### src/rtl/ifetch_queue_if.sv
// Fetch-stage bus: ROM request/response, redirect from execute, and the
// valid/ready instruction stream toward execute.
interface ifetch_queue_if #(
  parameter int ADDR_W = 16,
  parameter int DEPTH  = 4
);
  localparam int CW = $clog2(DEPTH) + 1;

  logic              rom_en;
  logic [ADDR_W-1:0] rom_addr;
  logic [31:0]       rom_data;
  logic              redirect;
  logic [31:0]       redirect_pc;
  logic              out_valid;
  logic              out_ready;
  logic [31:0]       out_instr;
  logic [31:0]       out_pc;
  logic [CW-1:0]     count;
  logic              misalign;

  modport master (
    output rom_en, rom_addr, out_valid, out_instr, out_pc, count, misalign,
    input  rom_data, redirect, redirect_pc, out_ready
  );

  modport slave (
    input  rom_en, rom_addr, out_valid, out_instr, out_pc, count, misalign,
    output rom_data, redirect, redirect_pc, out_ready
  );
endinterface

### src/rtl/ifetch_queue.sv
// Instruction fetch with credit-based ROM issue and a DEPTH-entry prefetch queue.
// Optional IFETCH_QUEUE_ALIGN_CHECK_EN: misaligned redirects halt fetch via misalign.
module ifetch_queue #(
  parameter int          DEPTH    = 4,
  parameter int          ADDR_W   = 16,
  parameter logic [31:0] RESET_PC = 32'h0000_0000
) (
  input logic            clk,
  input logic            rst,
  ifetch_queue_if.master fq
);
  localparam int          PW  = $clog2(DEPTH);
  localparam int          CW  = PW + 1;
  localparam logic [31:0] NOP = 32'h0000_0013;

  typedef struct packed {
    logic [31:0] instr;
    logic [31:0] pc;
  } entry_t;

  entry_t          mem_q [DEPTH];
  entry_t          mem_d [DEPTH];
  logic [31:0]     fetch_pc_q, fetch_pc_d;
  logic [31:0]     inflight_pc_q, inflight_pc_d;
  logic            inflight_q, inflight_d;
  logic            misalign_q, misalign_d;
  logic [PW-1:0]   head_q, head_d, tail_q, tail_d;
  logic [CW-1:0]   count_q, count_d;
  logic            issue, push, pop, out_valid;
  logic [31:0]     target;
  logic            target_bad;

  always_comb begin
`ifdef IFETCH_QUEUE_ALIGN_CHECK_EN
    target     = fq.redirect_pc;
    target_bad = |fq.redirect_pc[1:0];
`else
    target     = fq.redirect_pc & ~32'h3;
    target_bad = 1'b0;
`endif
  end

  // Credit: a word in flight already owns a queue slot, so push never overflows.
  assign issue     = !rst && !fq.redirect && !misalign_q &&
                     ((count_q + CW'(inflight_q)) < CW'(DEPTH));
  assign out_valid = (count_q != '0);
  assign push      = inflight_q;
  assign pop       = out_valid && fq.out_ready;

  always_comb begin
    mem_d         = mem_q;
    fetch_pc_d    = fetch_pc_q;
    inflight_pc_d = inflight_pc_q;
    inflight_d    = 1'b0;
    misalign_d    = misalign_q;
    head_d        = head_q;
    tail_d        = tail_q;
    count_d       = count_q;
    if (fq.redirect) begin
      head_d     = '0;
      tail_d     = '0;
      count_d    = '0;
      fetch_pc_d = target;
      misalign_d = target_bad;
    end else begin
      if (push) begin
        mem_d[tail_q] = '{instr: fq.rom_data, pc: inflight_pc_q};
        tail_d        = tail_q + 1'b1;
      end
      if (pop) head_d = head_q + 1'b1;
      count_d = count_q + CW'(push) - CW'(pop);
      if (issue) begin
        inflight_d    = 1'b1;
        inflight_pc_d = fetch_pc_q;
        fetch_pc_d    = fetch_pc_q + 32'd4;
      end
    end
  end

  always_ff @(posedge clk or posedge rst) begin
    if (rst) begin
      for (int i = 0; i < DEPTH; i++) mem_q[i] <= '0;
      fetch_pc_q    <= RESET_PC;
      inflight_pc_q <= '0;
      inflight_q    <= 1'b0;
      misalign_q    <= 1'b0;
      head_q        <= '0;
      tail_q        <= '0;
      count_q       <= '0;
    end else begin
      mem_q         <= mem_d;
      fetch_pc_q    <= fetch_pc_d;
      inflight_pc_q <= inflight_pc_d;
      inflight_q    <= inflight_d;
      misalign_q    <= misalign_d;
      head_q        <= head_d;
      tail_q        <= tail_d;
      count_q       <= count_d;
    end
  end

  assign fq.rom_en    = issue;
  assign fq.rom_addr  = fetch_pc_q[ADDR_W-1:0];
  assign fq.out_valid = out_valid;
  assign fq.out_instr = out_valid ? mem_q[head_q].instr : NOP;
  assign fq.out_pc    = out_valid ? mem_q[head_q].pc : 32'h0;
  assign fq.count     = count_q;
  assign fq.misalign  = misalign_q;
endmodule

### src/flat_wrapper.sv
// flat-port wrapper written by rule: the top's interface ports become plain ports
module ifetch_queue_flat 
#(
  parameter int          DEPTH    = 4,
  parameter int          ADDR_W   = 16,
  parameter logic [31:0] RESET_PC = 32'h0000_0000
)
  (clk, rst, fq_rom_en, fq_rom_addr, fq_out_valid, fq_out_instr, fq_out_pc, fq_count, fq_misalign, fq_rom_data, fq_redirect, fq_redirect_pc, fq_out_ready);
  ifetch_queue_if #(.ADDR_W(ADDR_W), .DEPTH(DEPTH)) fq_i ();
  input logic clk;
  input logic rst;
  output wire logic [$bits(fq_i.rom_en)-1:0] fq_rom_en;
  output wire logic [$bits(fq_i.rom_addr)-1:0] fq_rom_addr;
  output wire logic [$bits(fq_i.out_valid)-1:0] fq_out_valid;
  output wire logic [$bits(fq_i.out_instr)-1:0] fq_out_instr;
  output wire logic [$bits(fq_i.out_pc)-1:0] fq_out_pc;
  output wire logic [$bits(fq_i.count)-1:0] fq_count;
  output wire logic [$bits(fq_i.misalign)-1:0] fq_misalign;
  input wire logic [$bits(fq_i.rom_data)-1:0] fq_rom_data;
  input wire logic [$bits(fq_i.redirect)-1:0] fq_redirect;
  input wire logic [$bits(fq_i.redirect_pc)-1:0] fq_redirect_pc;
  input wire logic [$bits(fq_i.out_ready)-1:0] fq_out_ready;
  assign fq_rom_en = fq_i.rom_en;
  assign fq_rom_addr = fq_i.rom_addr;
  assign fq_out_valid = fq_i.out_valid;
  assign fq_out_instr = fq_i.out_instr;
  assign fq_out_pc = fq_i.out_pc;
  assign fq_count = fq_i.count;
  assign fq_misalign = fq_i.misalign;
  assign fq_i.rom_data = fq_rom_data;
  assign fq_i.redirect = fq_redirect;
  assign fq_i.redirect_pc = fq_redirect_pc;
  assign fq_i.out_ready = fq_out_ready;
  ifetch_queue #(.DEPTH(DEPTH), .ADDR_W(ADDR_W), .RESET_PC(RESET_PC)) u_core (.clk(clk), .rst(rst), .fq(fq_i));
endmodule
### config.mk
export PLATFORM = sky130hd
export DESIGN_NAME = ifetch_queue_flat
export DESIGN_NICKNAME = d
export VERILOG_FILES = /design/src/rtl/ifetch_queue_if.sv /design/src/rtl/ifetch_queue.sv /design/src/flat_wrapper.sv
export SDC_FILE = /design/constraint.sdc
export NUM_CORES = 1
export LEC_CHECK = 0
export ABC_AREA = 1
export BUFFER_PORTS_ARGS = -buffer_cell sky130_fd_sc_hd__buf_2
export CAP_MARGIN = 20
export CORE_ASPECT_RATIO = 0.9
export CORE_MARGIN = 5
export CORE_UTILIZATION = 55
export CTS_CLUSTER_DIAMETER = 60
export DETAILED_ROUTE_END_ITERATION = 7
export PLACE_DENSITY_LB_ADDON = 0.3
export SETUP_SLACK_MARGIN = 0.02
export SLEW_MARGIN = 20
export SYNTH_ARGS = -nofsm -noshare
export SYNTH_HDL_FRONTEND = slang
export SYNTH_SLANG_ARGS = --single-unit
### constraint.sdc
create_clock -name clk -period 12.8 [get_ports clk]
set_input_delay 2.56 -clock clk [delete_from_list [all_inputs] [get_ports clk]]
set_output_delay 2.56 -clock clk [all_outputs]
set_load 0.005 [all_outputs]
==> flow_summary.json <==
{
  "cpMaxStageDelayCell": "inv_2",
  "cp-start-kind": "primary input",
  "critPathTopFamily": "buffers and inverters",
  "drt_wl_total_um": 37200,
  "fin_area_um2": 16700,
  "dieHeight_um": 166,
  "io_pins": 154,
  "synth_cells": 1903,
  "clock-sinks": 316,
  "viasPerCell": 5.39,
  "fin_skew_ps": 11.8,
  "reg2reg_to": "u_core.fetch_pc_q[5]$_DFFE_PP0P_",
  "fin_nets": 2048,
  "ys_ff_latch": 316,
  "via_count": 12600,
  "crit_start": "fq_redirect",
  "clock_path_buffers": 3,
  "worstPathMaxFanout": 81,
  "cp-endpoint": "fq_rom_en",
  "insertedDiodeCount": 0,
  "rrSetupSlack_ps": 10160,
  "slew_viol_final": 0,
  "fillerInstances": 2393,
  "synth-seq-area-share": 0.530,
  "finalHoldViolCount": 0,
  "dieWidth_um": 184,
  "drc_errors": 0,
  "synth_area_um2": 14900,
  "cp_num_buf_inv": 4,
  "start_util": 0.555,
  "numCtsBuffers": 35,
  "ys_warn_count": 0,
  "power.density_nw_per_um2": 223,
  "grt_pass1_vias": 12000,
  "ctsHtreeMaxLevel": 2,
  "syn2layout_area_growth_pct": 12.1,
  "yosysTopAreaCell": "dfrtp_1",
  "dr.first_iter.drc_count": 1300,
  "port_buffers": 146,
  "antenna_left": 0,
  "avgSynthCellArea_um2": 7.84,
  "cts_tree": "built",
  "post_cts_buffers": 0,
  "firstDrtPassIters": 6,
  "setup_viol": 0,
  "power_mw": 3.74,
  "rsz0062_at_grt": "no",
  "clkTransAtPathRegs_ps": 60,
  "cp.required_ps": 10240,
  "drive_above_1_share": 0.115,
  "hold_class": "register to register",
  "ir_drop_mv": 0.178,
  "path_class": "primary input to output pin",
  "max_cap_viol_count": 0,
  "fin_setup_tns_ps": 0,
  "slowest_delay_ps": 650,
  "antenna_found_initial": 0,
  "period_minus_slack_ps": 7130,
  "dp_hpwl_um": 21900,
  "synth.area.top_cells": "dfrtp_1, nand2_1, o21ai_0",
  "rr_worst_depth": 8,
  "grt_pass1_wl_um": 61900,
  "post_cts_resize_count": 0,
  "grt_max_degree": 141,
  "cp.depth": 6,
  "wl_per_cell_um": 15.9,
  "endpoint_kind": "output pin",
  "worstPathCellList": "buf_2 > buf_4 > nor2_4 > nand3_4 > inv_2 > buf_2",
  "postCtsHoldBufs": 0,
  "timing.fmax_ghz": 0.140,
  "die_area_um2": 30500,
  "critPathArrivalTime_ps": 4570,
  "max_slew_margin": 0.328,
  "grt-ovfl-total": 0,
  "rows": 57,
  "p_leak_nw": 8.24,
  "fin_crit_sh": 0.557,
  "fp.coreArea_um2": 26900,
  "r2r-start": "u_core.inflight_q$_DFF_PP0_",
  "multiInputGateArea_um2": 5840,
  "clock_latency_ps": 510,
  "status": "finished clean",
  "root_buffer": "clkbuf_16",
  "synth.distinct_cells": 29,
  "place_area_um2": 15600,
  "tightest_slew_ps": 1010,
  "finalWeightedCongestion": 0.900,
  "track_usage": 0.243,
  "synth_top_area_share": 0.530,
  "cp_common_cell": "buf_2",
  "regArea_um2": 7920
}
worst min-delay path by stage:
stage	from	endpoint	slack [ps]	cells past startpoint
floorplan	u_core.mem_q[10]$_DFFE_PP0P_	u_core.mem_q[10]$_DFFE_PP0P_	450	2
global placement	u_core.mem_q[43]$_DFFE_PP0P_	u_core.mem_q[43]$_DFFE_PP0P_	460	2
detailed placement	u_core.mem_q[5]$_DFFE_PP0P_	u_core.mem_q[5]$_DFFE_PP0P_	470	2
CTS	u_core.mem_q[9]$_DFFE_PP0P_	u_core.mem_q[9]$_DFFE_PP0P_	480	2
global route	u_core.mem_q[48]$_DFFE_PP0P_	u_core.mem_q[48]$_DFFE_PP0P_	500	2
finish	u_core.mem_q[158]$_DFFE_PP0P_	u_core.mem_q[158]$_DFFE_PP0P_	480	2
Yosys cell counts:
cell and n:
ha_1 9, and2_1 1, nor2_8 1, conb_1 1, nand2_2 4, o21ai_0 258, o211ai_1 2, nor2_4 1
nand3_4 1, nor2_2 2, dfrtp_1 316, buf_2 49, o21ai_1 147, a21oi_1 81, nor2_1 307, inv_1 133
nand3b_1 4, clkinv_1 1, xnor2_1 1, inv_2 3, xor2_1 4, clkbuf_2 2, nand3_1 59, or2_2 1
clkinv_2 1, buf_4 25, clkbuf_1 51, nand2_1 433, buf_6 5
metal layers:
| layer | GRT usage | routed length, um | share of wire |
|---|---|---|---|
| met5 | 0 | 0 | 0 |
| met4 | 0.0576 | 665 | 0.018 |
| met1 | 0.352 | 16900 | 0.46 |
| met2 | 0.391 | 17300 | 0.46 |
| met3 | 0.0320 | 2320 | 0.062 |
placed cells by master (no fill, tap or decap):
master / instances
a21oi_1: 81
xnor2_1: 1
ha_1: 9
clkbuf_8: 5
inv_8: 1
nand3_1: 59
inv_1: 131
o21ai_1: 147
clkbuf_1: 5
dfrtp_1: 314
buf_12: 1
xor2_1: 4
inv_2: 4
clkinvlp_4: 2
nand2_1: 433
conb_1: 5
nor2_1: 307
nand2_4: 4
nor2_2: 2
nor2_4: 1
buf_4: 12
o21ai_0: 258
nor2_8: 1
clkbuf_16: 37
and2_1: 1
buf_2: 146
clkinv_1: 1
dfrtp_4: 2
nand3_4: 1
bufinv_16: 3
o211ai_1: 2
clkinv_2: 5
inv_6: 2
nand3b_1: 4
or2_2: 1
final cells by class:
type | count | share of cell area
well taps | 354 | 0.0265
multi-input cells | 1321 | 0.349
clock inverters | 11 | 0.00830
clock buffers | 47 | 0.0606
repair buffers | 159 | 0.0503
flip-flops and latches | 316 | 0.473
inverters | 138 | 0.0317
logic make-up (layout without fill, tap and decap cells):
family	after synthesis	in the layout	share of synthesized area
adder cells (fa/ha/maj)	9	9	0.00754
AND/OR/NAND/NOR	814	814	0.215
XOR/XNOR	5	5	0.00293
flip-flops	316	316	0.530
AO/OA/AOI/OAI	488	488	0.164
buffers and inverters	270	355	0.0811
other	1	5	0.000251
sequential cells by signal, indices dropped and copies added (netlist names):
name / cells
u_core.inflight_pc_q: 30
u_core.fetch_pc_q: 30
u_core.head_q: 2
u_core.fq.count: 3
u_core.mem_q: 248
u_core.tail_q: 2
u_core.inflight_q: 1
per-stage QoR:
stage,util,setup slack (ps),std cells,hold slack [ps]
after floorplan,-,1500,1907,448
after global placement,0.578,5720,2287,460
after detailed placement,0.578,5670,2287,468
after CTS,0.621,5670,2345,482
after global routing,0.622,5490,2346,496
final,0.622,5670,2346,480
report_power, final:
| group | switching [mW] | internal, mW |
|---|---|---|
| registers | 0.201 | 1.31 |
| logic | 0.783 | 0.436 |
| clock network | 0.392 | 0.614 |
| total | 1.38 | 2.36 |
tightest hold or removal path: stages (launching register included):
cell and delay (ps):
dfrtp_1 340, nand2_1 50, o21ai_0 60
Power figures use the tool's default switching activity.
